$ cat src/rtl/iter_divider.sv
// Multi-cycle restoring divider: one quotient bit per cycle, signed or unsigned per request.
// Valid/ready request and response channels; one division in flight.
module iter_divider #(
  parameter int DATA_WIDTH = 32
) (
  input  logic                  clk,
  input  logic                  rst,
  input  logic                  in_valid,
  output logic                  in_ready,
  input  logic [DATA_WIDTH-1:0] dividend,
  input  logic [DATA_WIDTH-1:0] divisor,
  input  logic                  is_signed,
  output logic                  out_valid,
  input  logic                  out_ready,
  output logic [DATA_WIDTH-1:0] quotient,
  output logic [DATA_WIDTH-1:0] remainder,
  output logic                  div_by_zero
);

  localparam int W  = DATA_WIDTH;
  localparam int CW = $clog2(W);

  typedef enum logic [1:0] {
    S_IDLE = 2'd0,
    S_CALC = 2'd1,
    S_DONE = 2'd2
  } state_t;

  state_t        state_q, state_d;
  logic [W-1:0]  q_q, q_d;
  logic [W-1:0]  r_q, r_d;
  logic [W-1:0]  b_q, b_d;
  logic [W-1:0]  quot_q, quot_d;
  logic [W-1:0]  rem_q, rem_d;
  logic          sa_q, sa_d;
  logic          sb_q, sb_d;
  logic          dbz_q, dbz_d;
  logic [CW-1:0] cnt_q, cnt_d;

  logic          sa_in, sb_in;
  logic [W-1:0]  a_mag, b_mag;
  logic [W:0]    r_shift, diff;

  // Next-state and datapath for the IDLE/CALC/DONE sequence
  always_comb begin
    state_d = state_q;
    q_d     = q_q;
    r_d     = r_q;
    b_d     = b_q;
    quot_d  = quot_q;
    rem_d   = rem_q;
    sa_d    = sa_q;
    sb_d    = sb_q;
    dbz_d   = dbz_q;
    cnt_d   = cnt_q;

    sa_in   = is_signed & dividend[W-1];
    sb_in   = is_signed & divisor[W-1];
    a_mag   = sa_in ? -dividend : dividend;
    b_mag   = sb_in ? -divisor : divisor;
    // MIN negates to itself, which is exactly its unsigned magnitude
    r_shift = {r_q, q_q[W-1]};
    diff    = r_shift - {1'b0, b_q};

    case (state_q)
      S_IDLE: begin
        if (in_valid) begin
          sa_d = sa_in;
          sb_d = sb_in;
          if (divisor == '0) begin
            quot_d  = '1;
            rem_d   = dividend;
            dbz_d   = 1'b1;
            state_d = S_DONE;
          end else begin
            q_d     = a_mag;
            r_d     = '0;
            b_d     = b_mag;
            cnt_d   = '0;
            state_d = S_CALC;
          end
        end else begin
          state_d = S_IDLE;
        end
      end
      S_CALC: begin
        if (!diff[W]) begin
          r_d = diff[W-1:0];
          q_d = {q_q[W-2:0], 1'b1};
        end else begin
          r_d = r_shift[W-1:0];
          q_d = {q_q[W-2:0], 1'b0};
        end
        cnt_d = cnt_q + CW'(1);
        if (cnt_q == CW'(W - 1)) begin
          quot_d  = (sa_q ^ sb_q) ? -q_d : q_d;
          rem_d   = sa_q ? -r_d : r_d;
          dbz_d   = 1'b0;
          state_d = S_DONE;
        end else begin
          state_d = S_CALC;
        end
      end
      S_DONE: begin
        if (out_ready) begin
          state_d = S_IDLE;
        end else begin
          state_d = S_DONE;
        end
      end
      default: begin
        state_d = S_IDLE;
      end
    endcase
  end

  // State and datapath registers with synchronous reset
  always_ff @(posedge clk) begin
    if (rst) begin
      state_q <= S_IDLE;
      q_q     <= '0;
      r_q     <= '0;
      b_q     <= '0;
      quot_q  <= '0;
      rem_q   <= '0;
      sa_q    <= 1'b0;
      sb_q    <= 1'b0;
      dbz_q   <= 1'b0;
      cnt_q   <= '0;
    end else begin
      state_q <= state_d;
      q_q     <= q_d;
      r_q     <= r_d;
      b_q     <= b_d;
      quot_q  <= quot_d;
      rem_q   <= rem_d;
      sa_q    <= sa_d;
      sb_q    <= sb_d;
      dbz_q   <= dbz_d;
      cnt_q   <= cnt_d;
    end
  end

  assign in_ready    = (state_q == S_IDLE);
  assign out_valid   = (state_q == S_DONE);
  assign quotient    = quot_q;
  assign remainder   = rem_q;
  assign div_by_zero = dbz_q;

endmodule
$ cat config.mk
export PLATFORM = sky130hd
export DESIGN_NAME = iter_divider
export DESIGN_NICKNAME = d
export VERILOG_FILES = /design/src/rtl/iter_divider.sv
export SDC_FILE = /design/constraint.sdc
export NUM_CORES = 1
export LEC_CHECK = 0
export ABC_CLOCK_PERIOD_IN_PS = 12800
export CAP_MARGIN = 20
export CORE_MARGIN = 2
export CORE_UTILIZATION = 62
export DETAILED_ROUTE_END_ITERATION = 8
export GPL_ROUTABILITY_DRIVEN = 0
export PLACE_DENSITY = 0.87
export SYNTH_ARGS = -nofsm -noshare
export SYNTH_HDL_FRONTEND = slang
export SYNTH_SLANG_ARGS = --single-unit
$ cat constraint.sdc
create_clock -name clk -period 12.8 [get_ports clk]
set_input_delay 1.28 -clock clk [delete_from_list [all_inputs] [get_ports clk]]
set_output_delay 1.28 -clock clk [all_outputs]
set_load 0.005 [all_outputs]
# Yosys cells after proc, flatten, opt, wreduce, memory -nomap -nowiden
# Index checks and enable logic that the tools add are counted.
totals:
  word_cells: 68
  output_inout_bits: 67
  regBits: 170
classes:
  bitwise_logic: 4
  n_reduce_logical: 7
  n_addsub: 6
  eq_ne: 7
  n_mux: 34
op_table:
  columns: ["op", "count"]
  rows:
  - ["32-bit 2-to-1 mux", 17]
  - ["32-bit one-hot mux with 2 select lines", 4]
  - ["32-bit negation", 4]
  - ["33-bit by 32-bit subtractor with 33-bit output", 1]
  - ["32-bit zero test", 1]
  - ["5-bit 2-to-1 mux", 2]
  - ["5-bit one-hot mux with 2 select lines", 1]
  - ["2-bit 2-to-1 mux", 4]
  - ["2-bit inequality test, second input constant", 3]
  - ["2-bit one-hot mux with 3 select lines", 1]
  - ["3-bit AND reduction", 2]
  - ["5-bit by 1-bit adder with 5-bit output, second input constant", 1]
  - ["5-bit equality test, second input constant", 1]
  - ["1-bit 2-to-1 mux", 4]
  - ["4-bit AND reduction", 1]
  - ["1-bit AND", 2]
  - ["2-bit by 1-bit equality test with 1-bit output, second input constant", 1]
  - ["2-bit equality test, second input constant", 1]
  - ["2-bit zero test", 1]
  - ["2-bit by 1-bit inequality test with 1-bit output, second input constant", 1]
  - ["1-bit one-hot mux with 2 select lines", 1]
  - ["2-bit AND reduction", 1]
  - ["2-bit nonzero test", 1]
  - ["1-bit inverter", 1]
  - ["1-bit XOR", 1]

# Logic depth before layout (Yosys ltp)
logic_depth:
  ltp_word: 7
  ltp_mapped: 23
  mapped_depth_nobuf: 21

# Least setup slack after synthesis
# Ideal clock, no wire load.
synth_timing:
  path_type: "register to register"
  from: "register q_q[31]"
  to: "register quot_q[28], in the netlist quotient[28]"
  stages_incl_launch_ff: 22
  t_required_ps: 12667
  path_slack_ps: 8093
  path_buffers: 2
  arrival_ps: 4575
  path_cell_list: "dfxtp_1 > inv_1 > ha_1 > fa_1 > nand2b_1 > a21o_1 > a21oi_2 > o31a_1 > a221o_1 > nor2_4 > inv_2 > buf_2 > buf_2 > ha_1 > nor3b_1 > inv_1 > nor4_1 > nand2_1 > or4_1 > o31ai_1 > xor2_1 > a21oi_1"
synth_between:
  elab_chain_cells: 7
synth_lines:
  columns: ["element", "line", "text"]
  rows:
  - ["from (decl)", "30", "logic [W-1:0] q_q, q_d;"]
  - ["from (signal assigned)", "132", "q_q <= q_d;"]
  - ["33-bit by 32-bit subtractor with 33-bit output", "63", "diff = r_shift - {1'b0, b_q};"]
  - ["1-bit 2-to-1 mux", "87", "if (!diff[W]) begin"]
  - ["32-bit 2-to-1 mux", "65", "case (state_q)"]
  - ["32-bit negation", "96", "quot_d = (sa_q ^ sb_q) ? -q_d : q_d;"]
  - ["32-bit 2-to-1 mux", "96", null]
  - ["32-bit 2-to-1 mux", "95", "if (cnt_q == CW'(W - 1)) begin"]
  - ["32-bit one-hot mux with 2 select lines", "65", null]
  - ["to (signal assigned)", "135", "quot_q <= quot_d;"]
  - ["to (decl)", "33", "logic [W-1:0] quot_q, quot_d;"]
# No other way between the ends. The select of a mux whose other input is x is not followed.
# A chain may end at the register's enable or synchronous reset.

# Final worst setup path
# Ends and elaborated chain as after synthesis.

==> results.cfg <==
[status]
status = finished, final reports clean

[placement]
dp_slack_ns = 7.16
hpwl_um = 26400
numPortBuffers = 135

[worst_hold_path]
hold_class = register to register
worstHoldPathCells = 2

[sta]
final_hold_viol_count = 0
final.setup_skew_ns = 0.0102
fin_crit_sh_pct = 45.8
post-route-min-period_ns = 5.87
worst_pin_slew_ns = 0.874
setup_violations = 0
rsz0062_at_grt = no
max-slew-margin-rel_pct = 41.3
worst_slack_ns = 6.93
fmax_mhz = 170
drv_slew = 0
setup_tns_ns = 0

[logic_synthesis]
ys_async_sr_fraction_pct = 0
yosysSeqAreaShare_pct = 27.7
syn_area_um2 = 12300
ys_types = 82
yosys_warnings = 0
synth-edff-count = 0
ys_seq_elements = 170
synth_nets = 1766
syn_inst = 1658
syn_avg_cell_area_um2 = 7.41
ys.flop_type = dfxtp_1

[clock_tree]
cts.sinks = 170
cts_tree = yes
clkTransAtPathRegs_ns = 0.07
cts_setup_buffers = 0
cts_root_buf = clkbuf_16
hold_buffers = 0
cts_buffer_depth = 2
htreeDepth = 4
ctsResizeCount = 0
clkLatencyLatePin_ns = 0.44
cts_buffers = 17

[floorplanning]
start_util_pct = 63.2
die_y_um = 145
die_w_um = 145
ioPinCount = 136
row_count = 51
dieArea_um2 = 21000
core_area_um2 = 19500

[setup_path]
cp_slowest_cell = nor4_1
crit_required_ns = 13.11
crit_path_max_incr_delay_ns = 0.54
rr_worst_depth = 20
crit_chain = inv_1, ha_1, fa_1, nand2b_1, a21o_1, a21oi_2, o31a_1, a221o_1, buf_4, nor2_4, inv_2, ha_1, nor3b_1, inv_1, nor4_1, nand2_1, or4_1, o31ai_1, xor2_1, a21oi_1
cp.depth = 20
arrival_ns = 6.18
critical_path_class = register to register
crit_family = simple AND/OR/NAND/NOR gates
crit_path_start_kind = register
crit_path_max_fanout = 30
end_kind = register
critical_path_buf_inv_count = 4

[routing]
drt_iter0_markers = 1403
drt_first_pass_iters = 5
viasPerCell = 6.56
vias = 13100
drc_errors = 0
finalWirelength_um = 36600
ant_nets = 0
wl_per_cell_um = 18.4

[global_route]
grt-ovfl-total = 0
grt_usage_pct = 35.0
grt_max_degree = 77
grt_pass1_vias = 11900
antenna_found_initial = 0
grt_pass1_wl_um = 59200

[finish]
drive_above_1_share_pct = 5.31
antennaDiodeCount = 0
area_growth_syn_to_layout_pct = 15.8
fillers = 1544
finalNetCount = 1828

[job]
cap_viol_max_count = 0

[pwr]
p_total_uw = 2050
ir_drop_mv = 0.107
powerDensity_nw_per_um2 = 144
leakage_uw = 0.00536
[state kept, by name, indices dropped and copies added (netlist names)]
name / count
cnt_q: 5
q_q: 32
remainder: 32
div_by_zero: 1
sa_q: 1
r_q: 32
sb_q: 1
quotient: 32
b_q: 32
state_q: 2
[report_power, final]
group	internal, uW	switching [uW]
Combinational	353	575
Clock	277	235
Sequential	573	41.8
Total	1200	852
[placed cells by master (no fill, tap or decap), types with 17 or more instances in the layout]
| master | Yosys | final |
|---|---|---|
| ha_1 | 38 | 38 |
| o211ai_1 | 42 | 42 |
| and3_1 | 19 | 19 |
| nand2_1 | 170 | 170 |
| a31oi_1 | 46 | 46 |
| o21ai_0 | 103 | 103 |
| a211oi_1 | 39 | 39 |
| nand3_1 | 40 | 40 |
| clkdlybuf4s50_1 | 0 | 134 |
| mux2i_1 | 23 | 23 |
| o31ai_1 | 22 | 22 |
| a21oi_1 | 149 | 149 |
| clkbuf_16 | 0 | 17 |
| nor3_1 | 49 | 49 |
| dfxtp_1 | 170 | 170 |
| inv_1 | 50 | 50 |
| buf_4 | 1 | 19 |
| nor2_1 | 200 | 200 |
| xor2_1 | 64 | 64 |
| and2_1 | 18 | 18 |
| or3_1 | 22 | 22 |
| xnor2_1 | 53 | 53 |
[cells in the mapped netlist (22+ instances only)]
cell type | n | area share (%)
inv_1 | 50 | 1.5
xnor2_1 | 53 | 3.8
dfxtp_1 | 170 | 28
nor3_1 | 49 | 2.0
a31oi_1 | 46 | 2.3
o211ai_1 | 42 | 2.6
o21ai_0 | 103 | 4.2
or3_1 | 22 | 1.1
clkbuf_1 | 82 | 2.5
o31ai_1 | 22 | 1.3
xor2_1 | 64 | 4.6
a21oi_1 | 149 | 6.1
a211oi_1 | 39 | 2.4
ha_1 | 38 | 3.9
mux2i_1 | 23 | 1.9
nor2_1 | 200 | 6.1
nand3_1 | 40 | 1.6
nand2_1 | 170 | 5.2
[metrics by stage]
step / hold slack, ns / util [%] / cell area (um2) / instances
after floorplan: 0.432 / - / 12300 / 1658
after global placement: 0.442 / 70.2 / 13700 / 1966
after detailed placement: 0.447 / 70.2 / 13700 / 1966
after CTS: 0.455 / 73.2 / 14200 / 1997
after global routing: 0.469 / 73.2 / 14200 / 1997
final: 0.451 / 73.2 / 14200 / 1997
[final cells by class]
cell class                      instances  area (um2)  area share [%]
Multi-Input combinational cell       1327        8250            57.9
Sequential cell                       170        3400            23.9
Timing Repair Buffer                  153        1480            10.4
Clock buffer                           18         439            3.08
Tap cell                              265         332            2.33
Inverter                               51         191            1.34
Clock inverter                         13         139           0.975
[cells by family (layout without fill, tap and decap cells)]
group / Yosys count / in the layout / share of synthesized area (%)
XOR/XNOR: 117 / 117 / 8.34
adder cells (fa/ha/maj): 39 / 39 / 4.03
multiplexers: 32 / 32 / 2.77
AO/OA/AOI/OAI: 536 / 536 / 28.7
flip-flops: 170 / 170 / 27.7
AND/OR/NAND/NOR: 603 / 603 / 23.1
buffers and inverters: 161 / 235 / 5.38
[worst paths after layout]
| check | from | endpoint | slack [ns] |
|---|---|---|---|
| worst min register to register | b_q[31] | b_q[31] | 0.45 |
| worst max register to register | q_q[31] | quotient[28] | 6.93 |
| worst max-delay path | q_q[31] | quotient[28] | 6.93 |
| worst min-delay path | b_q[31] | b_q[31] | 0.45 |
[worst register-to-register path: cells and delay by family, from the launching register on]
family,cells,cell delay [ns]
buf+inv,4,0.91
fa+ha+maj,3,0.91
xor+xnor,1,0.17
compound gates,6,1.41
flops,1,0.39
simple gates,6,1.96
[routing by layer]
metal	global-route usage (%)	wire length, um	up-vias
met5	0	0	-
met1	45.3	15000	6032
met4	14.1	1200	0
met2	58.2	16800	784
met3	5.53	3610	107
li1	-	-	6178
No activity file was read; power rests on OpenSTA's default activity.
